## src/rtl/dds_pkg.sv

```systemverilog
// Shared widths, constants and helpers for the sine DDS tone source.
package dds_pkg;

    localparam int PHASE_W_DEF = 24;
    localparam int ADDR_W_DEF  = 8;
    localparam int DATA_W_DEF  = 11;
    localparam int DIV_W_DEF   = 16;

    // Quadrant codes taken from the top two table-address bits
    localparam logic [1:0] Q0 = 2'd0;
    localparam logic [1:0] Q1 = 2'd1;
    localparam logic [1:0] Q2 = 2'd2;
    localparam logic [1:0] Q3 = 2'd3;

    // Offset-binary midpoint for a dw-bit sample
    function automatic int dds_mid(input int dw);
        return 1 << (dw - 1);
    endfunction

    // Phase increment giving f_out at one tick per sample at rate f_tick
    function automatic longint dds_tune_word(input real f_out, input real f_tick, input int phase_w);
        return longint'($rtoi(f_out / f_tick * (2.0 ** phase_w) + 0.5));
    endfunction

endpackage

```

## src/rtl/quarter_sine_rom.sv

```systemverilog
// Quarter-wave sine magnitude ROM, contents built at elaboration time.
// Synchronous read: the address is registered and the data follows it.
module quarter_sine_rom
    import dds_pkg::*;
#(
    parameter int ADDR_W = ADDR_W_DEF,
    parameter int DATA_W = DATA_W_DEF
) (
    input  logic              clk,
    input  logic              rst_n,
    input  logic              i_en,
    input  logic [ADDR_W-3:0] i_addr,
    output logic [DATA_W-2:0] o_data
);

    localparam int Q   = 2 ** (ADDR_W - 2);
    localparam int MID = dds_mid(DATA_W);

    // Half-step sample points keep the folded wave free of duplicate peaks at zero
    function automatic logic [DATA_W-2:0] rom_val(input int i);
        real x;
        int  v;
        x = real'(MID - 1) * $sin(3.14159265358979 * (real'(i) + 0.5) / real'(2 * Q));
        v = $rtoi(x + 0.5);
        return v[DATA_W-2:0];
    endfunction

    logic [DATA_W-2:0] w_rom [Q];
    logic [ADDR_W-3:0] r_addr;

    generate
        for (genvar g = 0; g < Q; g++) begin : g_rom
            localparam logic [DATA_W-2:0] VAL = rom_val(g);
            assign w_rom[g] = VAL;
        end
    endgenerate

    // Capture the lookup address only when a new sample is requested
    always_ff @(posedge clk or negedge rst_n) begin
        if (!rst_n)    r_addr <= '0;
        else if (i_en) r_addr <= i_addr;
    end

    assign o_data = w_rom[r_addr];

endmodule

```

## src/rtl/sine_dds.sv

```systemverilog
// Direct-digital-synthesis sine source: divider, phase accumulator,
// quarter-wave folded lookup, two-stage registered output.
// Optional PWM output stage enabled by defining SINE_DDS_PWM_EN.
module sine_dds
    import dds_pkg::*;
#(
    parameter int PHASE_W = PHASE_W_DEF,
    parameter int ADDR_W  = ADDR_W_DEF,
    parameter int DATA_W  = DATA_W_DEF,
    parameter int DIV_W   = DIV_W_DEF
) (
    input  logic               clk,
    input  logic               rst_n,
    input  logic               i_enable,
    input  logic [PHASE_W-1:0] i_tune_word,
    input  logic               i_tune_load,
    input  logic [DIV_W-1:0]   i_sample_div,
    output logic [DATA_W-1:0]  o_sample,
    output logic               o_sample_valid,
    output logic               o_phase_wrap,
    output logic               o_pwm_out
);

    localparam logic [DATA_W-1:0] MID_V = DATA_W'(dds_mid(DATA_W));

    logic [DIV_W-1:0]   r_cnt;
    logic [PHASE_W-1:0] r_phase;
    logic [PHASE_W-1:0] r_tune;
    logic               r_wrap;
    logic [1:0]         r_quad;
    logic [1:0]         r_vld_pipe;
    logic [DATA_W-1:0]  r_sample;

    logic               w_tick;
    logic [PHASE_W:0]   w_sum;
    logic [ADDR_W-1:0]  w_addr;
    logic [1:0]         w_quad;
    logic [ADDR_W-3:0]  w_idx;
    logic [DATA_W-2:0]  w_mag;

    // >= rather than == so a lowered divisor ticks at once instead of wrapping
    assign w_tick = i_enable && (r_cnt >= i_sample_div);
    assign w_sum  = {1'b0, r_phase} + {1'b0, r_tune};
    assign w_addr = r_phase[PHASE_W-1 -: ADDR_W];
    assign w_quad = w_addr[ADDR_W-1 -: 2];
    assign w_idx  = (w_quad == Q1 || w_quad == Q3) ? ~w_addr[ADDR_W-3:0] : w_addr[ADDR_W-3:0];

    quarter_sine_rom #(
        .ADDR_W (ADDR_W),
        .DATA_W (DATA_W)
    ) u_rom (
        .clk    (clk),
        .rst_n  (rst_n),
        .i_en   (w_tick),
        .i_addr (w_idx),
        .o_data (w_mag)
    );

    // Sample-rate divider; frozen while disabled
    always_ff @(posedge clk or negedge rst_n) begin
        if (!rst_n)        r_cnt <= '0;
        else if (i_enable) r_cnt <= w_tick ? '0 : r_cnt + 1'b1;
    end

    // Tune register; a coincident tick still sees the old word
    always_ff @(posedge clk or negedge rst_n) begin
        if (!rst_n)           r_tune <= '0;
        else if (i_tune_load) r_tune <= i_tune_word;
    end

    // Phase accumulator and registered carry strobe
    always_ff @(posedge clk or negedge rst_n) begin
        if (!rst_n) begin
            r_phase <= '0;
            r_wrap  <= 1'b0;
        end else begin
            r_wrap <= w_tick & w_sum[PHASE_W];
            if (w_tick) r_phase <= w_sum[PHASE_W-1:0];
        end
    end

    // Stage 1: quadrant travels alongside the ROM address register
    always_ff @(posedge clk or negedge rst_n) begin
        if (!rst_n) begin
            r_quad     <= Q0;
            r_vld_pipe <= '0;
        end else begin
            r_vld_pipe <= {r_vld_pipe[0], w_tick};
            if (w_tick) r_quad <= w_quad;
        end
    end

    // Stage 2: fold magnitude around MID; lower half mirrored as MID-1-m
    always_ff @(posedge clk or negedge rst_n) begin
        if (!rst_n)             r_sample <= MID_V;
        else if (r_vld_pipe[0]) r_sample <= (r_quad == Q2 || r_quad == Q3)
                                            ? MID_V - 1'b1 - {1'b0, w_mag}
                                            : MID_V + {1'b0, w_mag};
    end

    assign o_sample       = r_sample;
    assign o_sample_valid = r_vld_pipe[1];
    assign o_phase_wrap   = r_wrap;

`ifdef SINE_DDS_PWM_EN
    logic [DATA_W-1:0] r_pwm_cnt;
    logic              r_pwm;

    // Free-running PWM carrier and comparator
    always_ff @(posedge clk or negedge rst_n) begin
        if (!rst_n) begin
            r_pwm_cnt <= '0;
            r_pwm     <= 1'b0;
        end else begin
            r_pwm_cnt <= r_pwm_cnt + 1'b1;
            r_pwm     <= (r_pwm_cnt < r_sample);
        end
    end

    assign o_pwm_out = r_pwm;
`else
    assign o_pwm_out = 1'b0;
`endif

endmodule

```

## config.mk

```make
export PLATFORM = sky130hd
export DESIGN_NAME = sine_dds
export DESIGN_NICKNAME = d
export VERILOG_FILES = /design/src/rtl/dds_pkg.sv /design/src/rtl/quarter_sine_rom.sv /design/src/rtl/sine_dds.sv
export SDC_FILE = /design/constraint.sdc
export NUM_CORES = 1
export LEC_CHECK = 0
export BUFFER_PORTS_ARGS = -buffer_cell sky130_fd_sc_hd__clkbuf_2
export CORE_ASPECT_RATIO = 1.2
export CORE_MARGIN = 5
export CORE_UTILIZATION = 50
export DETAILED_ROUTE_END_ITERATION = 10
export GPL_ROUTABILITY_DRIVEN = 0
export PLACE_DENSITY = 0.76
export SETUP_SLACK_MARGIN = 0.3
export SLEW_MARGIN = 10
export SYNTH_ARGS = -nofsm -noshare
export SYNTH_HDL_FRONTEND = slang
export SYNTH_SLANG_ARGS = --single-unit
```

## constraint.sdc

```tcl
create_clock -name clk -period 3.3 [get_ports clk]
set_input_delay 0.165 -clock clk [delete_from_list [all_inputs] [get_ports clk]]
set_output_delay 0.165 -clock clk [all_outputs]
set_load 0.05 [all_outputs]
```

; ---- After elaboration in Yosys (flattened, before gate mapping)
; Memories as Yosys holds them, arrays and structs flattened.
; Cells that the tools add are included.
; W data, S select, Z words.
[classes]
n_lt_le_gt_ge = 2
n_eq_ne = 4
n_reduce_logical = 3
muxes = 5
n_bitwise = 3
addsub = 4
[op_table]
columns = op, n
row1 = $add A24 B24 Y25, 1
row2 = $mux W10, 2
row3 = $add A16 B1 Y16 const B, 1
row4 = $ge A16 B16 Y1, 1
row5 = $mux W16, 1
row6 = $add A11 B10 Y11 const A, 1
row7 = $mux W11, 1
row8 = $sub A10 B10 Y11 const A, 1
row9 = $ge A7 B7 Y1 const B, 1
row10 = $not A6 Y7, 1
row11 = $eq A2 B2 Y1 const B, 3
row12 = $mux W6, 1
row13 = $not A6 Y6, 1
row14 = $eq A2 B1 Y1 const B, 1
row15 = $logic_or A1 B1 Y1, 2
row16 = $and A1 B1 Y1, 1
row17 = $logic_and A1 B1 Y1, 1
[word_totals]
inputBits = 44
memories = 1
out_inout_bits = 14
wordCells = 30
reg_bits = 86
mem_bits_ro = 640
[memory_table]
columns = memory, depth, word_bits, read_ports, rd_clocked_by_memory_dff, wr, line_no
row1 = (no name shown), 64, 10, 1, 0, 0, quarter_sine_rom.sv:44  ; assign o_data = w_rom[r_addr];

; ---- Depth between registers and ports, before layout
; Gate-level depths: netlist of run 1.
[depth]
ltp_word = 6
mapped_depth = 12
mapped_depth_nobuf = 10

; ---- Cells and area by module
; From an unflattened synthesis of run 1, not the netlist that was laid out.
[unflattened]
hier_cells = 689
area_unflattened_um2 = 6053.3
[by_module_without_submodules]
columns = mod, seq_area_each_um2, instances, area_each_um2, cells_each
row1 = sine_dds, 1978.1, 1, 4879.7, 528
row2 = quarter_sine_rom, 150.1, 1, 1173.6, 161

; ---- Worst setup path after synthesis of run 1
; No wires, ideal clock.
[synth_path]
path_type = reg2reg
from = register u_rom.r_addr[1]
to = register r_sample[0], in the netlist o_sample[0]
required_ns = 3.175
stages_incl_launch_ff = 10
n_path_buf = 1
setup_slack_ns = 0.950
synth_period_minus_slack_ns = 2.350
setup_ns = 0.125
arrival_time_ns = 2.225
cell_sequence = dfrtp_1 -> inv_1 -> ha_1 -> clkbuf_1 -> nand2b_1 -> nor2_1 -> a21oi_1 -> mux4_2 -> xor2_1 -> mux2_2
[synth_via]
elab_chain_cells = 6
elab_cells_between_ends = 7
cone_classes = add/sub (2) / mux (3) / bitwise (1) / memory (1)
[synth_rtl]
columns = element, line_no
row1 = start: declaration, quarter_sine_rom.sv:29  ; logic [ADDR_W-3:0] r_addr;
row2 = start signal: assignment, quarter_sine_rom.sv:41  ; else if (i_en) r_addr <= i_addr;
row3 = $not A6 Y7 (not written as such) *, quarter_sine_rom.sv:44
row4 = $mem_v2 Z64 W10 *, --
row5 = $mux W10 (not written as such) * (2 in a row), quarter_sine_rom.sv:44
row6 = $add A11 B10 Y11 / $sub A10 B10 Y11 (equally long branches), "sine_dds.sv:98, sine_dds.sv:97"
row7 = $mux W11 *, sine_dds.sv:97  ; ? MID_V - 1'b1 - {1'b0, w_mag}
row8 = end signal: assignment, sine_dds.sv:96  ; else if (r_vld_pipe[0]) r_sample <= (r_quad == Q2 || r_quad == Q3)
row9 = end: declaration, sine_dds.sv:32  ; logic [DATA_W-1:0] r_sample;
; Every way passes the cells marked *; elsewhere a longest branch is shown, timed or not. The select of a mux whose other input is x is not followed.
; A chain may end at the register's enable or synchronous reset.

; ---- Worst setup path in the final report of run 1
; Ends and elaborated chain as after synthesis.

==> results of run 1 <==
==> logic make-up after synthesis <==
group | count (synthesis)
other | 1
AND/OR/NAND/NOR | 193
buffers and inverters | 66
AO/OA/AOI/OAI | 167
multiplexers | 37
flip-flops | 85
adder cells (fa/ha/maj) | 51
XOR/XNOR | 49
==> metal layers <==
layer / track usage / vias up / part of all wire
li1: - / 2358 / -
met1: 0.225 / 2267 / 0.41
met5: 0 / - / 0
met2: 0.338 / 134 / 0.52
met3: 0.0361 / 30 / 0.046
met4: 0.0765 / 0 / 0.024
==> how the worst min path moves through the flow <==
stage                                from           end  slack, ns
after floorplan                     rst_n  o_phase_wrap      -0.13
after global placement    i_tune_word[11]    r_tune[11]       0.40
after detailed placement   i_tune_word[7]     r_tune[7]       0.40
after CTS                  i_tune_word[7]     r_tune[7]       0.04
after global routing      i_tune_word[18]    r_tune[18]       0.05
final                               rst_n      r_cnt[9]       0.01
==> state kept, by name (all words and copies together), names as in the netlist <==
name and flops:
u_rom.r_addr 6, r_quad 1, o_phase_wrap 1, r_cnt 16, r_tune 24, r_vld_pipe 2
o_sample 11, r_phase 24
==> area by class of cell <==
class / instances / area, um^2 / area share
multi-input cells: 498 / 3430 / 0.530
repair buffers: 61 / 320 / 0.0495
flip-flops and latches: 85 / 2130 / 0.329
inverters: 30 / 115 / 0.0178
clock inverters: 7 / 56.3 / 0.00870
well taps: 157 / 196 / 0.0304
clock buffers: 9 / 225 / 0.0348
==> cell usage after synthesis (2+ instances only) <==
library cell / n / share of area
a211o_1: 2 / 0.0030
buf_2: 6 / 0.0051
o21a_1: 5 / 0.0064
mux2_4: 2 / 0.0051
inv_1: 28 / 0.018
a31o_2: 2 / 0.0030
clkbuf_1: 19 / 0.012
mux2i_1: 4 / 0.0068
xnor2_1: 24 / 0.036
a221oi_1: 2 / 0.0030
dfrtp_1: 84 / 0.36
and2_1: 3 / 0.0032
o21ai_1: 8 / 0.0068
buf_6: 3 / 0.0058
nor2b_1: 2 / 0.0021
nand2b_1: 8 / 0.0085
buf_4: 4 / 0.0051
a21oi_1: 47 / 0.040
a31oi_1: 6 / 0.0064
nor4_1: 2 / 0.0021
nand3_1: 17 / 0.015
xor2_1: 25 / 0.037
o21bai_1: 5 / 0.0064
o221ai_1: 5 / 0.0075
o211ai_1: 4 / 0.0051
o311ai_0: 2 / 0.0030
o21ai_0: 44 / 0.038
a21boi_0: 2 / 0.0026
nand4_1: 9 / 0.0096
buf_1: 3 / 0.0019
mux2_2: 30 / 0.058
and3_1: 7 / 0.0075
o31ai_1: 4 / 0.0051
nand2_1: 79 / 0.051
nor2_1: 48 / 0.031
nor3_1: 12 / 0.010
ha_1: 50 / 0.11
a211oi_1: 6 / 0.0077
a21o_1: 10 / 0.013
==> stage by stage <==
step	utilization	instances	cell area, um^2	hold WS [ns]
6_report	0.562	847	6470	0.0148
3_5_place_dp	0.538	831	6190	0.400
3_3_place_gp	0.538	831	6190	0.397
4_1_cts	0.562	847	6470	0.0401
5_1_grt	0.562	847	6470	0.0460
2_1_floorplan	-	649	5850	-0.131
==> critical path, delay by kind of cell, from the launching register on <==
family	cells	cell delay [ns]
buffers and inverters	1	0.25
multiplexers	2	0.75
adder cells (fa/ha/maj)	1	0.34
XOR/XNOR	1	0.15
flip-flops	1	0.54
AO/OA/AOI/OAI	1	0.05
AND/OR/NAND/NOR	2	0.42
==> power groups by stage <==
stage / Clock [mW] / Combinational, mW / Sequential (mW)
detailed placement: 0 / 0.418 / 1.20
finish: 0.960 / 0.416 / 1.18
floorplan: 0 / 0.302 / 1.18
global placement: 0 / 0.397 / 1.20
global route: 1.03 / 0.474 / 1.19
CTS: 0.988 / 0.420 / 1.18
==> cells in the final DEF, fill, tap and decap left out, types with 12 or more instances in the layout <==
cell type and instances:
xor2_1 25, dfrtp_1 84, ha_1 50, clkbuf_2 55
nor3_1 12, mux2_2 30, nand2_1 79, xnor2_1 24
a21oi_1 47, inv_1 28, o21ai_0 44, nor2_1 48
nand3_1 17
==> metrics.md, run 1 <==
| Metric | Value |
|---|---|
| Power per Cell Area | `395 nW/um^2` |
| # Post-CTS Setup Buffers | `0` |
| Max Buffers Root-to-Sink | `2` |
| WP data arrival | `2.85 ns` |
| Starting density of the core | `0.508` |
| Worst r2r src | `u_rom.r_addr[1]` |
| Main synth FF type | `dfrtp_1` |
| Syn Area/Cell | `9.02 um^2` |
| Total GRT Usage | `0.190` |
| Lkg Pwr | `approximately 3.2 nW` |
| Via Count | `4789` |
| Root Buffer | `clkbuf_16` |
| Post-synth cell types | `65` |
| Clock power share | `0.375` |
| Mux cell area share after synthesis | `0.0735` |
| Critical Path Sink | `o_sample[0]` |
| Max Cap Violations | `0` |
| DRT Wirelength | `approximately 13 mm` |
| Synth Area in Simple Gates | `0.148` |
| DP HPWL | `9.67 mm` |
| Compound-Gate Fraction of Synth Area | `0.180` |
| Seq pwr share | `0.462` |
| Sequential cell area fraction in the yosys report | `0.364` |
| First-pass DRT Iterations | `5` |
| Largest net degree at the start of global routing | `between 80 and 90` |
| Final hold vios | `0` |
| Die area | `between 10000 and 15000 um^2` |
| Fmax | `381 MHz` |
| Setup TNS | `0 ns` |
| Worst-Skew Late Latency | `0.34 ns` |
| Overflow after GRT | `0` |
| Pre-CTS setup slack | `0.728 ns` |
| Initial antenna violation count | `0` |
| Antenna viol nets, final | `0` |
| Routed wire per std cell | `15.2 um` |
| Nets | `780` |
| Crit-path slowest cell | `dfrtp_1` |
| Mapped cell area | `a little under 6000 um^2` |
| Synth Area in Adders | `0.110` |
| Logic pwr share | `0.163` |
| Drt drc | `0` |
| Async set-or-reset flop fraction in the synthesized netlist | `1.00` |
| Cts hold-fix bufs | `0` |
| IO Count | `58` |
| FF+latch count, synth | `85` |
| Share of cells above drive strength 1 | `0.171` |
| Clock sink total | `85` |
| Antenna diodes | `0` |
| Maximum vdd drop | `0.217 mV` |
| XOR/XNOR Fraction of Synth Area | `0.0733` |
| CTS tree | `yes` |
| Reg2reg path depth | `8` |
| Post-route clock period utilization | `0.795` |
| Final Critical Period | `2.62 ns` |
| I/O Buffers | `56` |
| CP Launch Type | `register` |
| # rows | `43` |
| Switching share of power | `0.288` |
| Slew headroom | `0.307` |
| Clock slew seen by the registers of the worst setup and hold paths | `approximately 0.070 ns` |
| DR iter-0 viols | `between 200 and 300` |
| Min-Delay Path Class | `in2async` |
| Core ar. | `~12000 um^2` |
| Crit Path Max Fanout | `10` |
| Crit. End Element | `register` |
| Critical path's largest stage delay | `between 0.5 and 0.6 ns` |
| Worst R2R End | `o_sample[0]` |
| Largest family of logic cells by synthesized area | `compound AO/OA/AOI/OAI gates` |
| Worst Skew | `0.00899 ns` |
| Post-CTS sizing | `0` |
| Vias in the first global route | `4755` |
| Total Power | `between 2 and 3 mW` |
| Crit path required time | `3.53 ns` |
| Synth Instances | `649` |
| Vias/cell | `5.65` |
| Synthesis-to-finish area growth | `10.5%` |
| Htree depth | `3` |
| Crit-path cells | `inv_1, ha_1, nand2b_1, nor2_1, a21oi_1, mux4_2, xor2_1, mux2_2` |
| Yosys Warn Count | `0` |
| Setup violators final | `0` |
| RSZ-0062 raised after global routing | `false` |
| Worst setup margin | `approximately 0.68 ns` |
| Status | `finished clean` |
| Total clock buffers created by CTS | `9` |
| Worst-Margin Slew | `~1.0 ns` |
| Syn Nets | `744` |
| Number of synthesized flops with an enable pin | `0` |
| Fill cell count | `1040` |
| Critical path type | `reg2reg` |
| Die Ht | `129 um` |
| Final Max Tran Viols | `0` |
| Chip width | `109 um` |
| Worst setup startpoint | `u_rom.r_addr[1]` |
| R2R setup slack | `0.68 ns` |
| Switching power total | `0.736 mW` |
| First-pass GRT wire length | `21.6 mm` |
| Internal | `roughly 1.8 mW` |
Power figures use the tool's default switching activity.
==> run 2, diff against run 1 <==
==> constraint.sdc (replaced) <==
create_clock -name clk -period 2.56 [get_ports clk]
set_input_delay 0.128 -clock clk [delete_from_list [all_inputs] [get_ports clk]]
set_output_delay 0.128 -clock clk [all_outputs]
set_load 0.05 [all_outputs]
==> run 2 against run 1 <==
Compared with the run above:
- sequential share of layout area shrank 4.0 points
- combinational power rose by 52%
- first-iteration DRC count up 78%
- largest power group unchanged
==> metrics.md, run 2 (synthesis gave the netlist of run 1 again) <==
| Metric | Value |
|---|---|
| Minimum hold slack | `0.00837 ns (was 0.0148 ns)` |
| Final Critical Period | `2.36 ns (was 2.62 ns)` |
| Internal | `2.52 mW (was 1.82 mW)` |
| WP data arrival | `2.59 ns (was 2.85 ns)` |
| Seq pwr share | `0.434 (was 0.462)` |
| Logic pwr share | `0.180 (was 0.163)` |
| Switching power total | `0.992 mW (was 0.736 mW)` |
| Pre-CTS setup slack | `0.129 ns (was 0.728 ns)` |
| Power per Cell Area | `476 nW/um^2 (was 395 nW/um^2)` |
| Vias/cell | `5.87 (was 5.65)` |
| DR top layer | `met4 (unchanged)` |
| Fill cell count | `941 (was 1040)` |
| WL met2 | `8.26 mm (was 6.75 mm)` |
| Total clock buffers created by CTS | `9 (unchanged)` |
| # rows | `43 (unchanged)` |
| Worst-Margin Slew | `0.654 ns (was 1.04 ns)` |
| Clock slew seen by the registers of the worst setup and hold paths | `0.07 ns (about the same)` |
| Max Cap Violations | `0 (unchanged)` |
| Worst Skew | `0.0109 ns (was 0.00899 ns)` |
| Clock sink total | `85 (unchanged)` |
| DR WL met3 | `663 um (was 589 um)` |
| DRT Wirelength | `15.4 mm (was 12.9 mm)` |
| Worst-Skew Late Latency | `0.35 ns (was 0.34 ns)` |
| DR iter-0 viols | `464 (was 260)` |
| Vias in the first global route | `4971 (was 4755)` |
| Initial antenna violation count | `0 (unchanged)` |
| Antenna diodes | `0 (unchanged)` |
| CTS tree | `yes (unchanged)` |
| Wl on met1 | `6.00 mm (was 5.25 mm)` |
| Total Power | `3.51 mW (was 2.56 mW)` |
| Commonest non-fill, non-tap cells in the layout | `dfrtp_1 (81), nand2_1 (66), clkbuf_2 (55) (was dfrtp_1 (84), nand2_1 (79), clkbuf_2 (55))` |
| Share of cells above drive strength 1 | `0.312 (was 0.171)` |
| CP Launch Type | `register (unchanged)` |
| IO Count | `58 (unchanged)` |
| Largest net degree at the start of global routing | `54 (was 86)` |
| Fmax | `423 MHz (was 381 MHz)` |
| Synthesis-to-finish area growth | `26.1% (was 10.5%)` |
| Crit path required time | `2.79 ns (was 3.53 ns)` |
| Setup TNS | `0 ns (unchanged)` |
| Total GRT Usage | `0.203 (was 0.190)` |
| Drt drc | `0 (unchanged)` |
| Final Max Tran Viols | `0 (unchanged)` |
| Status | `finished clean (unchanged)` |
| Root Buffer | `clkbuf_16 (unchanged)` |
| Antenna viol nets, final | `0 (unchanged)` |
| Chip width | `109 um (unchanged)` |
| Crit. End Element | `register (unchanged)` |
| Slew headroom | `0.564 (was 0.307)` |
| Critical path type | `reg2reg (unchanged)` |
| Core Util, Final | `0.641 (was 0.562)` |
| Worst setup margin | `0.197 ns (was 0.677 ns)` |
| Switching share of power | `0.283 (was 0.288)` |
| First-pass DRT Iterations | `5 (unchanged)` |
| Lkg Pwr | `3.48 nW (was 3.15 nW)` |
| Max Buffers Root-to-Sink | `2 (unchanged)` |
| Clock power share | `0.385 (was 0.375)` |
| Largest regs | `r_phase: 24 flops, r_tune: 24 flops, r_cnt: 16 flops (unchanged)` |
| Core ar. | `11500 um^2 (unchanged)` |
| Final hold vios | `0 (unchanged)` |
| Starting density of the core | `0.508 (unchanged)` |
| Htree depth | `3 (unchanged)` |
| Most common cell after layout, fill and taps aside | `dfrtp_1 (unchanged)` |
| Die area | `14000 um^2 (unchanged)` |
| Nets | `825 (was 780)` |
| Maximum vdd drop | `0.332 mV (was 0.217 mV)` |
| Via Count | `5239 (was 4789)` |
| Post-route clock period utilization | `0.923 (was 0.795)` |
| First-pass GRT wire length | `22.9 mm (was 21.6 mm)` |
| Min-Delay Path Class | `in2reg (was in2async)` |
| Setup violators final | `0 (unchanged)` |
| Overflow after GRT | `0 (unchanged)` |
| Die Ht | `129 um (unchanged)` |
| Routed wire per std cell | `17.2 um (was 15.2 um)` |
| Crit Path Max Fanout | `2 (was 10)` |
| DP HPWL | `9.85 mm (was 9.67 mm)` |
| RSZ-0062 raised after global routing | `true (was false)` |
| I/O Buffers | `56 (unchanged)` |
[run 2: changes by cell type in the layout (fill, tap and decap cells not counted), sizes merged]
cell         change
clkbuf           +5
clkinvlp         +2
dlygate4sd3      +1
bufinv           +1
inv              -4
buf             +40
[run 2: area by class of cell]
class,instances,area (um^2),share of cell area
clock buffer,10,239,0.0324
tap,157,196,0.0266
timing repair buffer,106,843,0.114
clock inverter,6,71.3,0.00966
multi-input combinational,498,3770,0.511
inverter,30,129,0.0175
sequential,85,2130,0.289
[run 2: path summary, 6_finish.rpt]
kind / startpoint / endpoint / slack [ns] / cells after the start
setup / recovery: r_tune[0] / r_phase[16] / 0.20 / 9
hold / removal: i_tune_word[9] / r_tune[9] / 0.008 / 2
setup reg to reg: r_tune[0] / r_phase[16] / 0.20 / 9
hold reg to reg: o_sample[10] / o_sample[10] / 0.47 / 2
max in group asynchronous: rst_n / o_sample[10] / 1.64 / 3
min in group asynchronous: rst_n / r_cnt[8] / 0.26 / 2
[run 2: layer usage]
metal  up-vias  GRT usage
li1       2459          -
met4         0     0.0669
met2       211      0.354
met5         -          0
met1      2518      0.251
met3        51     0.0381
[run 2: repair_timing]
action | in CTS | in global routing
hold buffers | 1 | 0
endpoints found under the setup margin | 40 | 49
gates resized for setup | 16 | 94
cloned | 1 | 6
setup buffers | 6 | 15
hold endpoints to repair | 32 | 0
pin swaps | 8 | 27
[run 2: power groups by stage]
| stage | Sequential (mW) | Clock (mW) | Combinational, mW |
|---|---|---|---|
| final | 1.52 | 1.35 | 0.633 |
| after global routing | 1.53 | 1.43 | 0.708 |
| after CTS | 1.52 | 1.37 | 0.579 |
| after detailed placement | 1.54 | 0 | 0.563 |
| after global placement | 1.54 | 0 | 0.537 |
| after floorplan | 1.53 | 0 | 0.390 |
[run 2: critical path, stage by stage, from the launching register on]
cell and delay, ns:
dfrtp_1 0.40, ha_2 0.21, fa_2 0.35, a21o_1 0.19, nand4_1 0.16, a21oi_2 0.10
or3b_1 0.45, a21oi_2 0.18, xnor2_1 0.13, o21ai_1 0.07
[run 2: through the flow]
step	area [um^2]	instances
6_report	7380	892
5_1_grt	7380	892
4_1_cts	6780	871
3_5_place_dp	6350	847
3_3_place_gp	6350	847
2_1_floorplan	5870	649
==> run 3, diff against run 2 <==
--- a/config.mk
+++ b/config.mk
@@ -16,4 +16,5 @@
 export SLEW_MARGIN = 10
 export SYNTH_ARGS = -nofsm -noshare
 export SYNTH_HDL_FRONTEND = slang
+export SYNTH_HIERARCHICAL = 1
 export SYNTH_SLANG_ARGS = --single-unit
==> run 3 against run 2 <==
Compared with the run above:
- the run now ends with negative hold slack left
- hold slack got worse by 0.046 ns
- clock skew decreased by 0.0030 ns
- area after synthesis increased by 3.4%
- maximum frequency increased by 4.9%
- clock-buffer cell count unchanged
- sequential power increased by 41%
- sequential cell count unchanged
- global-route usage decreased by 0.52 points
- total power increased by 130%
==> metrics.md, run 3 <==
| Metric | Value |
|---|---|
| DP HPWL | `10.2 mm (was 9.85 mm)` |
| Count leader, synth | `nand2_1 (was dfrtp_1)` |
| Initial antenna violation count | `0 (unchanged)` |
| Total clock buffers created by CTS | `9 (unchanged)` |
| Kind of cell adding the most delay to the critical path | `compound AO/OA/AOI/OAI gates (was simple AND/OR/NAND/NOR gates)` |
| Setup violators final | `0 (unchanged)` |
| FF+latch count, synth | `85 (unchanged)` |
| Largest regs | `r_phase: 24 flops, r_tune: 24 flops, r_cnt: 16 flops (unchanged)` |
| Worst-Skew Late Latency | `0.34 ns (was 0.35 ns)` |
| Crit-path slowest cell | `a2111o_1 (was or3b_1)` |
| Fill cell count | `1075 (was 941)` |
| Core ar. | `12000 um^2 (was 11500 um^2)` |
| Fmax | `444 MHz (was 423 MHz)` |
| DP Area | `6460 um^2 (was 6350 um^2)` |
| Largest net degree at the start of global routing | `86 (was 54)` |
| Clock slew seen by the registers of the worst setup and hold paths | `0.07 ns (about the same)` |
| Final Max Tran Viols | `0 (unchanged)` |
| Die Ht | `131 um (was 129 um)` |
| Crit. End Element | `register (unchanged)` |
| Commonest non-fill, non-tap cells in the layout | `nand2_1 (85), dfrtp_1 (84), clkbuf_2 (55) (was dfrtp_1 (81), nand2_1 (66), clkbuf_2 (55))` |
| Switching share of power | `0.452 (was 0.283)` |
| Critical Path Stages | `8 (was 9)` |
| Clock sink total | `85 (unchanged)` |
| Seq pwr share | `0.270 (was 0.434)` |
| Worst r2r src | `r_phase[0] (was r_tune[0])` |
| Overflow after GRT | `0 (unchanged)` |
| Maximum vdd drop | `0.590 mV (was 0.332 mV)` |
| Switching power total | `3.57 mW (was 0.992 mW)` |
| Crit path required time | `2.79 ns (about the same)` |
| Share of the synthesized area in the top cell type | `0.347 (was 0.359)` |
| # rows | `44 (was 43)` |
| Yosys Warn Count | `6 (was 0)` |
| Async set-or-reset flop fraction in the synthesized netlist | `1.00 (unchanged)` |
| Post-synth cell types | `70 (was 65)` |
| Post-route clock period utilization | `0.880 (was 0.923)` |
| Synth top cells by count | `nand2_1 (85), dfrtp_1 (84), ha_1 (53) (was dfrtp_1 (84), nand2_1 (79), ha_1 (50))` |
| Setup TNS | `0 ns (unchanged)` |
| DRT Wirelength | `14.1 mm (was 15.4 mm)` |
| DR iter-0 viols | `407 (was 464)` |
| Crit Path Max Fanout | `3 (was 2)` |
| Crit path buf inv count | `0 (unchanged)` |
| Post-synth top area cell | `dfrtp_1 (unchanged)` |
| CP Launch Type | `register (unchanged)` |
| Most common cell after layout, fill and taps aside | `nand2_1 (was dfrtp_1)` |
| Worst setup margin | `0.307 ns (was 0.197 ns)` |
| Lkg Pwr | `3.24 nW (was 3.48 nW)` |
| WP data arrival | `2.48 ns (was 2.59 ns)` |
| Antenna diodes | `0 (unchanged)` |
| Max Buffers Root-to-Sink | `2 (unchanged)` |
| Cts hold-fix bufs | `0 (was 1)` |
| Logic pwr share | `0.570 (was 0.180)` |
| Vias in the first global route | `5198 (was 4971)` |
| Critical path's largest stage delay | `0.51 ns (was 0.45 ns)` |
| Failing checks | `negative hold slack` |
| Status | `finished, violations left (was finished clean)` |
| Critical path type | `reg2reg (unchanged)` |
| Drt drc | `0 (unchanged)` |
| Share of cells above drive strength 1 | `0.223 (was 0.312)` |
| Crit-path cells | `ha_4, fa_2, a211oi_4, or3_4, a2111o_1, a31oi_2, xnor2_1, o21ai_2 (was ha_2, fa_2, a21o_1, nand4_1, a21oi_2, or3b_1, a21oi_2, xnor2_1, o21ai_1)` |
| Slew headroom | `0.294 (was 0.564)` |
| Chip width | `110 um (was 109 um)` |
| Via Count | `5256 (was 5239)` |
| IO Count | `58 (unchanged)` |
| Root Buffer | `clkbuf_16 (unchanged)` |
| Final hold vios | `23 (was 0)` |
| Number of synthesized flops with an enable pin | `0 (unchanged)` |
| Reg2reg path depth | `8 (was 9)` |
| Mapped cell area | `6050 um^2 (was 5850 um^2)` |
| Minimum hold slack | `-0.0377 ns (was 0.00837 ns)` |
| Final Instance Area | `7060 um^2 (was 7380 um^2)` |
| I/O Buffers | `56 (unchanged)` |
| Htree depth | `3 (unchanged)` |
| Vias/cell | `5.78 (was 5.87)` |
| Internal | `4.33 mW (was 2.52 mW)` |
| First-pass DRT Iterations | `5 (unchanged)` |
| Non-Filler Instances | `909 (was 892)` |
| Pre-CTS setup slack | `0.204 ns (was 0.129 ns)` |
| CTS tree | `yes (unchanged)` |
| Main synth FF type | `dfrtp_1 (unchanged)` |
| Min-Delay Path Class | `in2async (was in2reg)` |
| Antenna viol nets, final | `0 (unchanged)` |
| Synth Instances | `689 (was 649)` |
| R2R setup slack | `0.31 ns (was 0.20 ns)` |
| Syn Nets | `787 (was 744)` |
| Worst Skew | `0.00791 ns (was 0.0109 ns)` |
| Power per Cell Area | `1120 nW/um^2 (was 476 nW/um^2)` |
| Worst R2R End | `r_phase[18] (was r_phase[16])` |
| Sequential cell area fraction in the yosys report | `0.352 (was 0.364)` |
| Synth top area cells | `dfrtp_1 (35%), ha_1 (11%), nand2_1 (5.3%) (was dfrtp_1 (36%), ha_1 (11%), mux2_2 (5.8%))` |
| Worst-Margin Slew | `1.06 ns (was 0.654 ns)` |
| Max Cap Violations | `0 (unchanged)` |
| Syn Area/Cell | `8.79 um^2 (was 9.02 um^2)` |
| Die area | `14400 um^2 (was 14000 um^2)` |
| Final Critical Period | `2.25 ns (was 2.36 ns)` |
| Nets | `841 (was 825)` |
| Core Util, Final | `0.588 (was 0.641)` |
| Placed cells | `878 (was 847)` |
| Synthesis-to-finish area growth | `16.6% (was 26.1%)` |
| First-pass GRT wire length | `24.0 mm (was 22.9 mm)` |
| RSZ-0062 raised after global routing | `true (unchanged)` |
| Routed wire per std cell | `15.5 um (was 17.2 um)` |
| Clock power share | `0.159 (was 0.385)` |
| Total GRT Usage | `0.197 (was 0.203)` |
| Starting density of the core | `0.504 (was 0.508)` |
[run 3: final cells by class]
class / instances / area, um^2 / area share
flip-flops and latches: 85 / 2130 / 0.302
inverters: 31 / 121 / 0.0172
repair buffers: 84 / 505 / 0.0716
clock inverters: 6 / 51.3 / 0.00727
clock buffers: 10 / 239 / 0.0339
multi-input cells: 532 / 3810 / 0.540
well taps: 161 / 201 / 0.0286
[run 3: routing by layer]
metal | track usage | share of wire | vias to the layer above
li1 | - | - | 2564
met1 | 0.236 | 0.41 | 2486
met2 | 0.353 | 0.51 | 163
met3 | 0.0336 | 0.047 | 43
met4 | 0.0862 | 0.033 | 0
met5 | 0 | 0 | -
[run 3: power by group through the flow]
stage	sequential, mW	clock [mW]	combinational (mW)
after floorplan	2.25	0	3.03
after global placement	2.09	0	3.97
after detailed placement	2.12	0	4.07
after CTS	2.10	1.29	4.18
after global routing	2.20	1.35	4.97
final	2.14	1.26	4.51
[run 3: cells by family after synthesis]
kind of cell    count (synthesis)  share of synthesized area
fa+ha+maj                      54                      0.113
mux                            31                     0.0566
buf+inv                        72                     0.0521
other cells                     1                   0.000619
compound gates                185                      0.198
xor+xnor                       43                     0.0622
simple gates                  218                      0.166
flops                          85                      0.352
[run 3: stage by stage]
| step | hold WS, ns | power, mW |
|---|---|---|
| finish | -0.0377 | 7.91 |
| detailed placement | 0.364 | 6.19 |
| floorplan | -0.168 | 5.28 |
| global placement | 0.361 | 6.06 |
| global route | 0.0123 | 8.51 |
| CTS | 0.00963 | 7.57 |
[run 3: repair_timing]
action	4_1_cts	5_1_grt
pin swaps	6	10
resized for setup	14	28
endpoints found under the hold margin	0	0
setup endpoints to repair	10	13
setup buffers	4	11
[run 3: worst max path at each step]
stage,startpoint,endpoint
floorplan,r_cnt[5],u_rom/r_addr[5]
global placement,u_rom/r_addr[0],o_sample[1]
detailed placement,u_rom/r_addr[0],o_sample[1]
CTS,r_tune[12],r_phase[21]
global route,r_phase[0],r_phase[18]
finish,r_phase[0],r_phase[18]
